===== src/rtl/cache_dma_axi_rx.sv =====
`default_nettype none
// ============================================================================
// Module      : cache_dma_axi_rx
// Description : Read path from arbitrated cache DMA requests to one AXI4
//               master read port. One AR burst per request; the requesting
//               cache id is held in an in-order tag FIFO and each returned
//               R beat is split into cache-width words steered to that cache.
// Revision    : 1.0 - initial release
// ============================================================================
module cache_dma_axi_rx #(
    parameter int num_cache_p           = 4,
    parameter int addr_width_p          = 32,
    parameter int data_width_p          = 32,
    parameter int block_size_in_words_p = 8,
    parameter int tag_fifo_els_p        = num_cache_p,
    parameter int axi_id_width_p        = 6,
    parameter int axi_data_width_p      = 64,
    parameter int axi_burst_len_p       = 4,
    parameter int axi_burst_type_p      = 1,
    localparam int lg_num_cache_lp      = (num_cache_p > 1) ? $clog2(num_cache_p) : 1
) (
    input  logic                                      clk_i,
    input  logic                                      reset_i,

    input  logic                                      v_i,
    output logic                                      yumi_o,
    input  logic [lg_num_cache_lp-1:0]                cache_id_i,
    input  logic [addr_width_p-1:0]                   addr_i,

    output logic [num_cache_p-1:0][data_width_p-1:0]  dma_data_o,
    output logic [num_cache_p-1:0]                    dma_data_v_o,
    input  logic [num_cache_p-1:0]                    dma_data_ready_i,

    output logic [axi_id_width_p-1:0]                 axi_arid_o,
    output logic [addr_width_p-1:0]                   axi_araddr_addr_o,
    output logic [lg_num_cache_lp-1:0]                axi_araddr_cache_id_o,
    output logic [7:0]                                axi_arlen_o,
    output logic [2:0]                                axi_arsize_o,
    output logic [1:0]                                axi_arburst_o,
    output logic [3:0]                                axi_arcache_o,
    output logic [2:0]                                axi_arprot_o,
    output logic                                      axi_arlock_o,
    output logic                                      axi_arvalid_o,
    input  logic                                      axi_arready_i,

    input  logic [axi_id_width_p-1:0]                 axi_rid_i,
    input  logic [axi_data_width_p-1:0]               axi_rdata_i,
    input  logic [1:0]                                axi_rresp_i,
    input  logic                                      axi_rlast_i,
    input  logic                                      axi_rvalid_i,
    output logic                                      axi_rready_o
);

    localparam int c_ratio    = axi_data_width_p / data_width_p;
    localparam int c_lg_ratio = (c_ratio > 1) ? $clog2(c_ratio) : 1;
    localparam int c_lg_beats = (axi_burst_len_p > 1) ? $clog2(axi_burst_len_p) : 1;
    localparam int c_lg_els   = (tag_fifo_els_p > 1) ? $clog2(tag_fifo_els_p) : 1;
    localparam int c_lg_cnt   = $clog2(tag_fifo_els_p + 1);

    localparam logic [c_lg_ratio-1:0] c_word_last = c_lg_ratio'(c_ratio - 1);
    localparam logic [c_lg_beats-1:0] c_beat_last = c_lg_beats'(axi_burst_len_p - 1);
    localparam logic [c_lg_els-1:0]   c_ptr_last  = c_lg_els'(tag_fifo_els_p - 1);
    localparam logic [c_lg_cnt-1:0]   c_cnt_full  = c_lg_cnt'(tag_fifo_els_p);

    // A block must be exactly one burst of AXI beats
    if (data_width_p * block_size_in_words_p != axi_data_width_p * axi_burst_len_p) begin : g_bad_geometry
        $error("cache_dma_axi_rx: block size does not match one AXI burst");
    end

    logic [lg_num_cache_lp-1:0] r_tags [tag_fifo_els_p];
    logic [c_lg_els-1:0]        r_wr_ptr;
    logic [c_lg_els-1:0]        r_rd_ptr;
    logic [c_lg_cnt-1:0]        r_count;
    logic [c_lg_ratio-1:0]      r_word_cnt;
    logic [c_lg_beats-1:0]      r_beat_cnt;

    logic                       w_empty;
    logic                       w_full;
    logic                       w_push;
    logic                       w_pop;
    logic [lg_num_cache_lp-1:0] w_head;
    logic                       w_word_v;
    logic                       w_word_hs;
    logic                       w_last_word;
    logic                       w_last_beat;
    logic [data_width_p-1:0]    w_words [c_ratio];
    logic [data_width_p-1:0]    w_word;
    logic                       w_unused_ok;

    assign w_empty = (r_count == '0);
    assign w_full  = (r_count == c_cnt_full);
    assign w_head  = r_tags[r_rd_ptr];

    // AR channel: combinational, gated by reset so nothing leaks out while held
    assign axi_arvalid_o         = reset_i & v_i & ~w_full;
    assign yumi_o                = axi_arvalid_o & axi_arready_i;
    assign w_push                = yumi_o;
    assign axi_arid_o            = '0;
    assign axi_araddr_addr_o     = addr_i;
    assign axi_araddr_cache_id_o = cache_id_i;
    assign axi_arlen_o           = 8'(axi_burst_len_p - 1);
    assign axi_arsize_o          = 3'($clog2(axi_data_width_p / 8));
    assign axi_arburst_o         = 2'(axi_burst_type_p);
    assign axi_arcache_o         = 4'b0000;
    assign axi_arprot_o          = 3'b000;
    assign axi_arlock_o          = 1'b0;

    // Beat is sliced lowest word first
    for (genvar g = 0; g < c_ratio; g++) begin : g_word_slice
        assign w_words[g] = axi_rdata_i[g*data_width_p +: data_width_p];
    end
    assign w_word = w_words[r_word_cnt];

    for (genvar g = 0; g < num_cache_p; g++) begin : g_lane
        assign dma_data_o[g] = w_word;
    end

    // R channel: the head tag owns the data; the beat is acked with its last word
    assign w_word_v     = reset_i & axi_rvalid_i & ~w_empty;
    assign dma_data_v_o = w_word_v ? (num_cache_p'(1) << w_head) : '0;
    assign w_word_hs    = w_word_v & dma_data_ready_i[w_head];
    assign w_last_word  = (r_word_cnt == c_word_last);
    assign w_last_beat  = (r_beat_cnt == c_beat_last);
    assign axi_rready_o = w_word_hs & w_last_word;
    assign w_pop        = axi_rready_o & w_last_beat;

    assign w_unused_ok  = &{1'b0, axi_rid_i, axi_rresp_i, axi_rlast_i};

    // Tag storage: written on AR acceptance, contents need no reset
    always_ff @(posedge clk_i) begin
        if (w_push) begin
            r_tags[r_wr_ptr] <= cache_id_i;
        end
    end

    // FIFO pointers/occupancy and word/beat counters; reset drops everything in flight
    always_ff @(posedge clk_i or negedge reset_i) begin
        if (!reset_i) begin
            r_wr_ptr   <= '0;
            r_rd_ptr   <= '0;
            r_count    <= '0;
            r_word_cnt <= '0;
            r_beat_cnt <= '0;
        end else begin
            if (w_push) begin
                r_wr_ptr <= (r_wr_ptr == c_ptr_last) ? '0 : r_wr_ptr + 1'b1;
            end
            if (w_pop) begin
                r_rd_ptr <= (r_rd_ptr == c_ptr_last) ? '0 : r_rd_ptr + 1'b1;
            end
            case ({w_push, w_pop})
                2'b10:   r_count <= r_count + 1'b1;
                2'b01:   r_count <= r_count - 1'b1;
                default: r_count <= r_count;
            endcase
            if (w_word_hs) begin
                r_word_cnt <= w_last_word ? '0 : r_word_cnt + 1'b1;
            end
            if (axi_rready_o) begin
                r_beat_cnt <= w_last_beat ? '0 : r_beat_cnt + 1'b1;
            end
        end
    end

endmodule
`default_nettype wire


===== config.mk =====
export PLATFORM = sky130hd
export DESIGN_NAME = cache_dma_axi_rx
export DESIGN_NICKNAME = d
export VERILOG_FILES = /design/src/rtl/cache_dma_axi_rx.sv
export SDC_FILE = /design/constraint.sdc
export NUM_CORES = 1
export LEC_CHECK = 0
export ABC_CLOCK_PERIOD_IN_PS = 7500
export CORE_AREA = 2 2 121 123
export CTS_CLUSTER_SIZE = 10
export DETAILED_ROUTE_END_ITERATION = 16
export DIE_AREA = 0 0 123 125
export SYNTH_ARGS = -nofsm -noshare
export SYNTH_HDL_FRONTEND = slang
export SYNTH_SLANG_ARGS = --single-unit

===== constraint.sdc =====
create_clock -name clk_i -period 7.5 [get_ports clk_i]
set_input_delay 1.5 -clock clk_i [delete_from_list [all_inputs] [get_ports clk_i]]
set_output_delay 1.5 -clock clk_i [all_outputs]
set_load 0.02 [all_outputs]

==> out/metrics.csv, run 1 <==
stage;metric;value;unit
synth;simple-gate share of the synthesized area;4.062;%
setup_path;Worst Path Arrival;3.74;ns
cells_and_area;Area Growth Syn to Fin;52.86;%
synth;Synth cell types;28;
place;Place WS;2.248;ns
pwr;Pleak;1.501;nW
global_routing;largest net degree at the start of global routing;36;
setup_path;crit-path cells;clkdlybuf4s50_1 > nand2_1 > a31oi_1 > and2_1 > clkdlybuf4s50_1;
synth;Synth Area in Adders;4.313;%
clock_network;TritonCTS buffer count;3;
clock_network;clk_lat worst skew;0.25;ns
setup_path;r2r worst-path depth;11;
floorplanning;Chip Height;125;µm
drt;DR pass1 iterations;4;
drt;drt initial violations;14;
floorplanning;Placeable Area;14200;µm²
sta;Max transition margin;43.75;%
synth;Syn Inst Count;270;
clock_network;root buf cell;clkbuf_16;
hold_path;hold path cells;1;
place;hpwl dp;6207;µm
synth;ranking of synthesized cells by area;buf_4 47%, mux2_2 15%, dfrtp_1 10%;
synth;Post-synth ARST share;55.56;%
synth;FF+latch count, synth;18;
floorplanning;I/O pins;312;
synth;Primary FF master, synth;dfrtp_1;
sta;period utilisation layout;69.92;%
drt;WL/cell;13.49;µm
setup_path;Crit path top cell by count;clkdlybuf4s50_1;
setup_path;Setup crit end;yumi_o;
global_routing;grt ovf;0;
setup_path;slowest CP cell;clkdlybuf4s50_1;
clock_network;post-CTS setup buffers;0;
global_routing;first-pass GRT wire length;10100;µm
drt;Routed WL;7175;µm
run_status;status;completed;
floorplanning;full die area;15380;µm²
global_routing;initial antenna violation count;0;
sta;RSZ-0062 raised after global routing;false;
pwr;final total power;1.287;mW
drt;Remaining DRCs;0;
pwr;PwrDens;337.5;nW/µm²
sta;minimum clock period;5.244;ns
floorplanning;row cnt;44;
floorplanning;Initial Utilization;17.57;%
pwr;Max VDD drop;0.0001492;V
drt;DRT antenna net count;0;
synth;combinational family with the most area after synthesis;buffers and inverters;
setup_path;worst r2r dst;r_count[2];
floorplanning;die width;123;µm
synth;Netlist Area Pre-Place;2495;µm²
sta;achievable frequency;190.7;MHz
sta;PnR worst setup slack;2.256;ns
cells_and_area;layout net count;473;
cells_and_area;# diodes;0;
sta;Final Hold Viols;0;
synth;Synth top cells by count;157 x buf_4, 34 x mux2_2, 10 x dfrtp_1;
clock_network;clock-pin slew on the worst setup and hold paths;0.05;ns
drt;via count;1826;
cells_and_area;share of layout cells above drive strength 1;12.07;%
place;post-placement cell area;3735;µm²
clock_network;Sink Count;18;
setup_path;r2r setup slk;4.63;ns
place;routability-driven placement congestion ratio;0.7455;
drt;via-per-instance ratio;3.432;
clock_network;CTS max path bufs;2;
hold_path;HP Class;reg -> reg;
clock_network;CTS tree;done;
synth;Post-synth EDFFs;8;
sta;Final setup viols;0;
synth;Compound-Gate Fraction of Synth Area;1.805;%
setup_path;largest stage delay on the critical path;0.82;ns
clock_network;hold_buf cts;0;
global_routing;GRT Total Usage;8.462;%
synth;Synth area leader;buf_4;
setup_path;CP endpoint kind;primary output;
cells_and_area;Final Cell Area;3814;µm²
setup_path;Crit Path Class;in -> out;
sta;Fin Clk Skew;0.0009388;ns
setup_path;reg-to-reg startpoint;r_rd_ptr[0];
synth;Synth Area in XOR/XNOR;1.404;%
synth;sequential fraction of the synthesis area;19.66;%
synth;cell with the most instances after synthesis;buf_4;
place;I/O Buffers;211;
clock_network;CTS H-tree depth;1;
sta;final total negative setup slack;0;ns
sta;max-slew violations;0;
setup_path;Crit. Startpoint;reset_i;
synth;Avg Cell Area, Syn;9.240;µm²
synth;area share of the largest cell type after synthesis;47.24;%
run;Max Cap Violations;0;
setup_path;Data required, critical path;6.00;ns
global_routing;vias in the first global route;1786;
sta;Worst Tran Pin Value;0.8437;ns
synth;Yosys warning count;0;
clock_network;PostCTS Resize Cnt;0;
synth;mux share of post-synthesis cell area;19.26;%
setup_path;CP max FO;12;
setup_path;crit start category;primary input;
power breakdown:
group	internal [mW]	leakage (nW)	total, mW	switching, mW
combinational	0.498	1.27	0.991	0.493
sequential	0.130	0.194	0.190	0.0598
clock	0.0721	0.0382	0.106	0.0340
total	0.701	1.50	1.29	0.587
state kept, by name, summed over array words and instances, names as in the netlist:
signal,flops
r_wr_ptr,2
r_rd_ptr,2
r_tags,8
r_word_cnt,1
r_beat_cnt,2
r_count,3
how the worst min path moves through the flow:
stage                        startpoint             to  slack, ns
after CTS                    r_count[2]     r_count[2]       0.51
after global placement    r_beat_cnt[1]  r_beat_cnt[1]       0.49
final                        r_count[2]     r_count[2]       0.51
after floorplan              r_count[2]     r_count[2]       0.46
after detailed placement     r_count[2]     r_count[2]       0.50
after global routing         r_count[0]     r_count[0]       0.53
cell usage in the layout (no fill, tap or decap), drive strengths merged:
cell           synthesis  layout
nand2                  5       5
o21ai                  2       2
ha                     7       7
nand3b                 1       1
o311a                  1       1
xnor2                  1       1
dfrtp                 10      10
nand3                  1       1
and3                   4       4
xor2                   3       3
mux4                   2       2
edfxtp                 8       8
clkbuf                 3       4
inv                    8       8
fa                     1       1
clkdlybuf4s50          0     211
nor2                   8       8
o22ai                  2       2
a31oi                  1       1
and2                   1       1
nand2b                 1       1
mux2                  36      36
mux2i                  3       3
conb                   2      27
worst max-delay path: cells and delay by family:
kind | cells | cell delay, ns
compound gates | 1 | 0.39
buf+inv | 2 | 1.46
simple gates | 2 | 0.40
cell type report:
cell class	count	area (µm²)
clock buffer	4	78.83
fill	1485	10390
inverter	8	30.03
multi-input combinational	107	870.8
sequential	18	491.7
tap	184	230.2
timing repair buffer	211	2112
stage by stage:
stage	instances	hold slack, ns	utilization [%]
CTS	532	0.5072	26.85
detailed placement	528	0.4953	26.29
finish	532	0.5091	26.85
global placement	528	0.4941	26.29
global route	532	0.5284	26.85
floorplan	295	0.4634	-
kinds of logic after synthesis:
kind of cell | count (synthesis)
AO/OA/AOI/OAI | 6
XOR/XNOR | 4
adder cells (fa/ha/maj) | 8
buffers and inverters | 170
flip-flops | 18
multiplexers | 41
other | 2
AND/OR/NAND/NOR | 21
metal layers:
| layer | track usage (%) | share of wire [%] |
|---|---|---|
| met1 | 9.391 | 36 |
| met4 | 2.607 | 1.9 |
| met5 | 0 | 0 |
| met2 | 14.72 | 49 |
| met3 | 3.330 | 12 |
Power figures use the tool's default switching activity.
==> run 2: changes to the inputs <==
==> config.mk (replaced) <==
export PLATFORM = sky130hd
export DESIGN_NAME = cache_dma_axi_rx
export DESIGN_NICKNAME = d
export VERILOG_FILES = /design/src/rtl/cache_dma_axi_rx.sv
export SDC_FILE = /design/constraint.sdc
export NUM_CORES = 1
export LEC_CHECK = 0
export ABC_CLOCK_PERIOD_IN_PS = 5100
export CORE_AREA = 2 2 122 124
export CTS_CLUSTER_SIZE = 10
export DETAILED_ROUTE_END_ITERATION = 16
export DIE_AREA = 0 0 124 126
export SYNTH_ARGS = -nofsm -noshare
export SYNTH_HDL_FRONTEND = slang
export SYNTH_SLANG_ARGS = --single-unit
==> constraint.sdc (replaced) <==
create_clock -name clk_i -period 5.1 [get_ports clk_i]
set_input_delay 1.02 -clock clk_i [delete_from_list [all_inputs] [get_ports clk_i]]
set_output_delay 1.02 -clock clk_i [all_outputs]
set_load 0.02 [all_outputs]
==> run 2 against run 1 <==
Combinational power is 47% higher. Cell count grew 0.19%. Clock-buffer cell count decreased by 1. Global-route usage shrank 0.69 points. Worst hold slack got worse by 0.011 ns. Register-to-register slack worse by 2.4 ns.
==> out/metrics.csv, run 2 (synthesis results as in run 1) <==
stage;metric;value;unit
sta;period utilisation layout;78.99;%
pwr;Max VDD drop;0.0002799;V
place;dpl cells;529;
sta;Final Hold Viols;0;
setup_path;CP max FO;7;
drt;via count;1841;
floorplanning;Initial Utilization;17.43;%
setup_path;crit start category;primary input;
sta;max-slew violations;0;
cells_and_area;Area Growth Syn to Fin;53.16;%
run;Max Cap Violations;0;
cells_and_area;layout net count;474;
drt;Remaining DRCs;0;
cells_and_area;top flop regs;r_tags: 8 flops, r_count: 3 flops;
global_routing;initial antenna violation count;0;
global_routing;grt ovf;0;
clock_network;TritonCTS buffer count;3;
floorplanning;I/O pins;312;
drt;DRT antenna net count;0;
pwr;PwrDens;495.5;nW/µm²
hold_path;hold path cells;1;
sta;achievable frequency;248.2;MHz
cells_and_area;Non-Filler Instances;533;
setup_path;Worst Path Arrival;3.01;ns
clock_network;root buf cell;clkbuf_16;
floorplanning;row cnt;44;
floorplanning;die width;124;µm
sta;final total negative setup slack;0;ns
setup_path;Data required, critical path;4.08;ns
global_routing;vias in the first global route;1755;
sta;RSZ-0062 raised after global routing;false;
cells_and_area;area of the multi-input gates;870.8;µm²
place;hpwl dp;6138;µm
cells_and_area;max FFs per register;8;
global_routing;largest net degree at the start of global routing;36;
pwr;Pleak;1.506;nW
sta;Max transition margin;43.88;%
sta;minimum clock period;4.029;ns
cells_and_area;Register Area;491.7;µm²
setup_path;Crit Path Class;in -> out;
clock_network;hold_buf cts;0;
sta;Fin Clk Skew;0.001030;ns
place;routability-driven placement congestion ratio;0.7266;
cells_and_area;commonest cells after routing, fill and taps aside;211 x clkdlybuf4s50_1, 34 x mux2_2, 27 x conb_1;
floorplanning;Chip Height;126;µm
hold_path;Hold Crit Start;r_count[2];
setup_path;CP endpoint kind;primary output;
setup_path;Crit. Startpoint;reset_i;
sta;Worst Tran Pin Value;0.8418;ns
clock_network;Sink Count;18;
drt;DR pass1 iterations;3;
cells_and_area;fill cell count;1475;
clock_network;post-CTS setup buffers;0;
drt;WL/cell;13.20;µm
clock_network;PostCTS Resize Cnt;0;
run_status;status;completed;
floorplanning;full die area;15620;µm²
cells_and_area;Most flops, register;r_tags;
hold_path;HP Class;reg -> reg;
cells_and_area;most common cell after layout, fill and taps aside;clkdlybuf4s50_1;
clock_network;clock-pin slew on the worst setup and hold paths;0.05;ns
clock_network;CTS tree;done;
cells_and_area;Final Util;26.70;%
drt;drt initial violations;20;
clock_network;CTS H-tree depth;1;
drt;via-per-instance ratio;3.454;
place;I/O Buffers;211;
cells_and_area;share of layout cells above drive strength 1;12.32;%
drt;Routed WL;7034;µm
place;Place WS;1.066;ns
sta;PnR worst setup slack;1.071;ns
global_routing;GRT Total Usage;7.773;%
floorplanning;Placeable Area;14310;µm²
global_routing;first-pass GRT wire length;9377;µm
cells_and_area;# diodes;0;
setup_path;r2r worst-path depth;11;
sta;Final setup viols;0;
clock_network;CTS max path bufs;2;
clock_network;clk_lat worst skew;0.24;ns
setup_path;reg-to-reg startpoint;r_rd_ptr[0];
-- run 2: cell count changes in the layout (fill, tap and decap cells not counted) --
cell and delta:
clkinv_1 +1, clkbuf_1 -1, buf_4 +1
-- run 2: stage by stage --
| stage | hold slack (ns) | total power, mW | instance area [µm²] |
|---|---|---|---|
| floorplan | 0.4634 | 1.365 | 2589 |
| global placement | 0.4922 | 1.750 | 3742 |
| detailed placement | 0.4946 | 1.767 | 3742 |
| CTS | 0.5018 | 1.929 | 3821 |
| global route | 0.5246 | 2.001 | 3821 |
| finish | 0.4981 | 1.893 | 3821 |
-- run 2: critical path: stages --
cell and delay (ns):
clkdlybuf4s50_1 0.61, nand2_1 0.09, a31oi_1 0.34, and2_1 0.29, clkdlybuf4s50_1 0.64
-- run 2: per-layer routing --
layer | share of wire, % | global-route usage (%) | vias up
li1 | - | - | 847
met1 | 37 | 8.753 | 841
met2 | 50 | 13.93 | 128
met3 | 10 | 2.174 | 25
met4 | 2.9 | 2.578 | 0
met5 | 0 | 0 | -
-- run 2: layout make-up --
type / instances / area share [%]
Tap cell: 184 / 6.025
Clock buffer: 3 / 1.965
Timing Repair Buffer: 212 / 55.47
Sequential cell: 18 / 12.87
Clock inverter: 1 / 0.09823
Multi-Input combinational cell: 107 / 22.79
Inverter: 8 / 0.7859
-- run 2: path summary, 6_finish.rpt --
path                               endpoint  slack, ns
worst max register to register   r_count[2]       2.22
worst min register to register   r_count[2]       0.50
max in group asynchronous       r_wr_ptr[1]       3.71
worst max-delay path                 yumi_o       1.07
min in group asynchronous        r_count[0]       1.01
worst min-delay path             r_count[2]       0.50
-- run 2: power by group --
part / switching (mW) / internal (mW) / total (mW)
clock: 0.0489 / 0.104 / 0.153
combinational: 0.726 / 0.734 / 1.46
sequential: 0.0886 / 0.192 / 0.280
total: 0.864 / 1.03 / 1.89
==> run 3: changes to the inputs <==
--- a/config.mk
+++ b/config.mk
@@ -5,7 +5,7 @@
 export SDC_FILE = /design/constraint.sdc
 export NUM_CORES = 1
 export LEC_CHECK = 0
-export ABC_CLOCK_PERIOD_IN_PS = 5100
+export ABC_CLOCK_PERIOD_IN_PS = 3700
 export CORE_AREA = 2 2 122 124
 export CTS_CLUSTER_SIZE = 10
 export DETAILED_ROUTE_END_ITERATION = 16
==> constraint.sdc (replaced) <==
create_clock -name clk_i -period 3.7 [get_ports clk_i]
set_input_delay 0.74 -clock clk_i [delete_from_list [all_inputs] [get_ports clk_i]]
set_output_delay 0.74 -clock clk_i [all_outputs]
set_load 0.02 [all_outputs]
==> run 3 against run 2 <==
Via count decreased by 0.54%. Cell count grew 0.56%. Sequential cell count stayed put. Utilization grew 0.16 points. Critical path depth is the same. Clock-buffer cell count is the same. Clock skew up 0.0022 ns. Sequential share of layout area decreased by 0.075 points. Die area stayed put. Critical path type unchanged. Largest cell class unchanged. Largest power group unchanged. Highest routed layer unchanged.
==> out/metrics.csv, run 3 (synthesis results as in run 1) <==
stage;metric;value;unit
drt;DRT antenna net count;0;
setup_path;critical path depth in cells;5;
cells_and_area;Most flops, register;r_tags;
place;hpwl dp;6164;µm
pwr;Int Power;1.434;mW
global_routing;met3 usage;1.902;%
pwr;final total power;2.626;mW
floorplanning;die width;124;µm
global_routing;vias in the first global route;1709;
pwr;Max VDD drop;0.0002858;V
sta;max-slew violations;0;
cells_and_area;Area Growth Syn to Fin;54.06;%
setup_path;Worst Path Arrival;2.52;ns
cells_and_area;commonest cells after routing, fill and taps aside;211 x clkdlybuf4s50_1, 34 x mux2_2, 27 x conb_1;
floorplanning;full die area;15620;µm²
sta;minimum clock period;3.262;ns
clock_network;CTS tree;done;
setup_path;Data required, critical path;2.96;ns
clock_network;root buf cell;clkbuf_16;
clock_network;PostCTS Resize Cnt;0;
global_routing;GR Layer Usage met2;14.09;%
clock_network;clk_lat worst skew;0.25;ns
setup_path;crit-path cells;clkdlybuf4s50_1 > o311a_1 > nand3b_1 > o22ai_2 > clkdlybuf4s50_1;
floorplanning;Initial Utilization;17.43;%
cells_and_area;Final Cell Area;3844;µm²
cells_and_area;max FFs per register;8;
run;Max Cap Violations;0;
cells_and_area;share of layout cells above drive strength 1;13.07;%
setup_path;largest stage delay on the critical path;0.67;ns
cells_and_area;layout net count;477;
clock_network;clock-pin slew on the worst setup and hold paths;0.05;ns
setup_path;reg-to-reg startpoint;r_rd_ptr[0];
setup_path;CP top delay family;buffers and inverters;
run_status;status;completed;
floorplanning;Placeable Area;14310;µm²
place;post-placement cell area;3765;µm²
sta;period utilisation layout;88.17;%
setup_path;Buf/Inv on CP;2;
global_routing;initial antenna violation count;0;
pwr;sequential power share;12.9;%
setup_path;Crit path top cell by count;clkdlybuf4s50_1;
setup_path;r2r worst-path depth;11;
cells_and_area;fill cell count;1506;
clock_network;post-CTS setup buffers;0;
clock_network;Sink Count;18;
cells_and_area;# diodes;0;
setup_path;crit start category;primary input;
drt;Routed WL;6999;µm
global_routing;global routing's busiest layer;met2;
clock_network;CTS H-tree depth;1;
setup_path;slowest CP cell;clkdlybuf4s50_1;
drt;WL/cell;13.06;µm
pwr;sw frac;45.40;%
sta;final total negative setup slack;0;ns
sta;achievable frequency;306.5;MHz
setup_path;CP max FO;4;
floorplanning;Chip Height;126;µm
drt;DR pass1 iterations;4;
place;I/O Buffers;211;
sta;Final Hold Viols;0;
global_routing;grt met1 use;9.161;%
place;routability-driven placement congestion ratio;0.7166;
drt;via-per-instance ratio;3.416;
cells_and_area;top flop regs;r_tags: 8 flops, r_count: 3 flops;
clock_network;CTS max path bufs;2;
global_routing;largest net degree at the start of global routing;15;
pwr;PwrDens;683.3;nW/µm²
cells_and_area;most common cell after layout, fill and taps aside;clkdlybuf4s50_1;
setup_path;Crit Path Class;in -> out;
setup_path;CP endpoint kind;primary output;
drt;drt initial violations;19;
hold_path;Hold Crit Start;r_count[2];
hold_path;HP Class;reg -> reg;
global_routing;first-pass GRT wire length;9535;µm
global_routing;GRT Total Usage;7.930;%
hold_path;hold path cells;1;
clock_network;hold_buf cts;0;
pwr;Pleak;1.521;nW
sta;Final setup viols;0;
pwr;net switching power;1.192;mW
floorplanning;I/O pins;312;
drt;via count;1831;
global_routing;grt ovf;0;
drt;Remaining DRCs;0;
floorplanning;row cnt;44;
pwr;clock share of power;8.1;%
setup_path;Crit. Startpoint;reset_i;
sta;RSZ-0062 raised after global routing;false;
pwr;combinational fraction of design power;79.0;%
clock_network;TritonCTS buffer count;3;
sta;Fin Clk Skew;0.003248;ns
[run 3: per-layer routing]
layer | share of wire, % | wire, µm
met5 | 0 | 0
met4 | 3.0 | 208
met3 | 9.7 | 678
met2 | 50 | 3487
met1 | 38 | 2625
[run 3: path summary, 6_finish.rpt]
| check | end | slack [ns] |
|---|---|---|
| min | r_count[2] | 0.50 |
| max reg2reg | r_count[2] | 0.86 |
| min in group asynchronous | r_count[1] | 0.85 |
| max in group asynchronous | r_word_cnt | 2.69 |
| min reg2reg | r_count[2] | 0.50 |
| max | axi_rready_o | 0.44 |
[run 3: area by class of cell]
type / instances / area [µm²] / share of cell area, %
clock buffer: 3 / 75.07 / 1.953
sequential: 18 / 491.7 / 12.79
timing repair buffer: 215 / 2142 / 55.73
tap: 184 / 230.2 / 5.990
multi-input combinational: 107 / 870.8 / 22.66
clock inverter: 1 / 3.754 / 0.09766
inverter: 8 / 30.03 / 0.7812
[run 3: worst reg2reg max path: stages (launching register included)]
cell and delay [ns]:
dfrtp_1 0.44, mux4_2 0.61, mux2i_1 0.18, o22ai_2 0.30, nand2_2 0.12, inv_1 0.08
ha_1 0.19, inv_1 0.07, fa_1 0.37, xor2_1 0.15, nor2_1 0.11, xor2_1 0.14
[run 3: through the flow]
stage                     cells  worst slack, ns  utilization [%]  hold WS [ns]
after floorplan             295           0.9380                -        0.4444
after global placement      532           0.4201            26.30        0.4947
after detailed placement    532           0.4308            26.30        0.4890
after CTS                   536           0.4208            26.85        0.5001
after global routing        536           0.3287            26.85        0.5529
final                       536           0.4376            26.85        0.5019
[run 3: power by group through the flow]
| stage | Combinational (mW) | Clock [mW] | Sequential [mW] |
|---|---|---|---|
| CTS | 2.11 | 0.217 | 0.342 |
| floorplan | 1.58 | 0 | 0.301 |
| finish | 2.07 | 0.214 | 0.337 |
| detailed placement | 2.11 | 0 | 0.345 |
| global placement | 2.09 | 0 | 0.339 |
| global route | 2.20 | 0.223 | 0.359 |
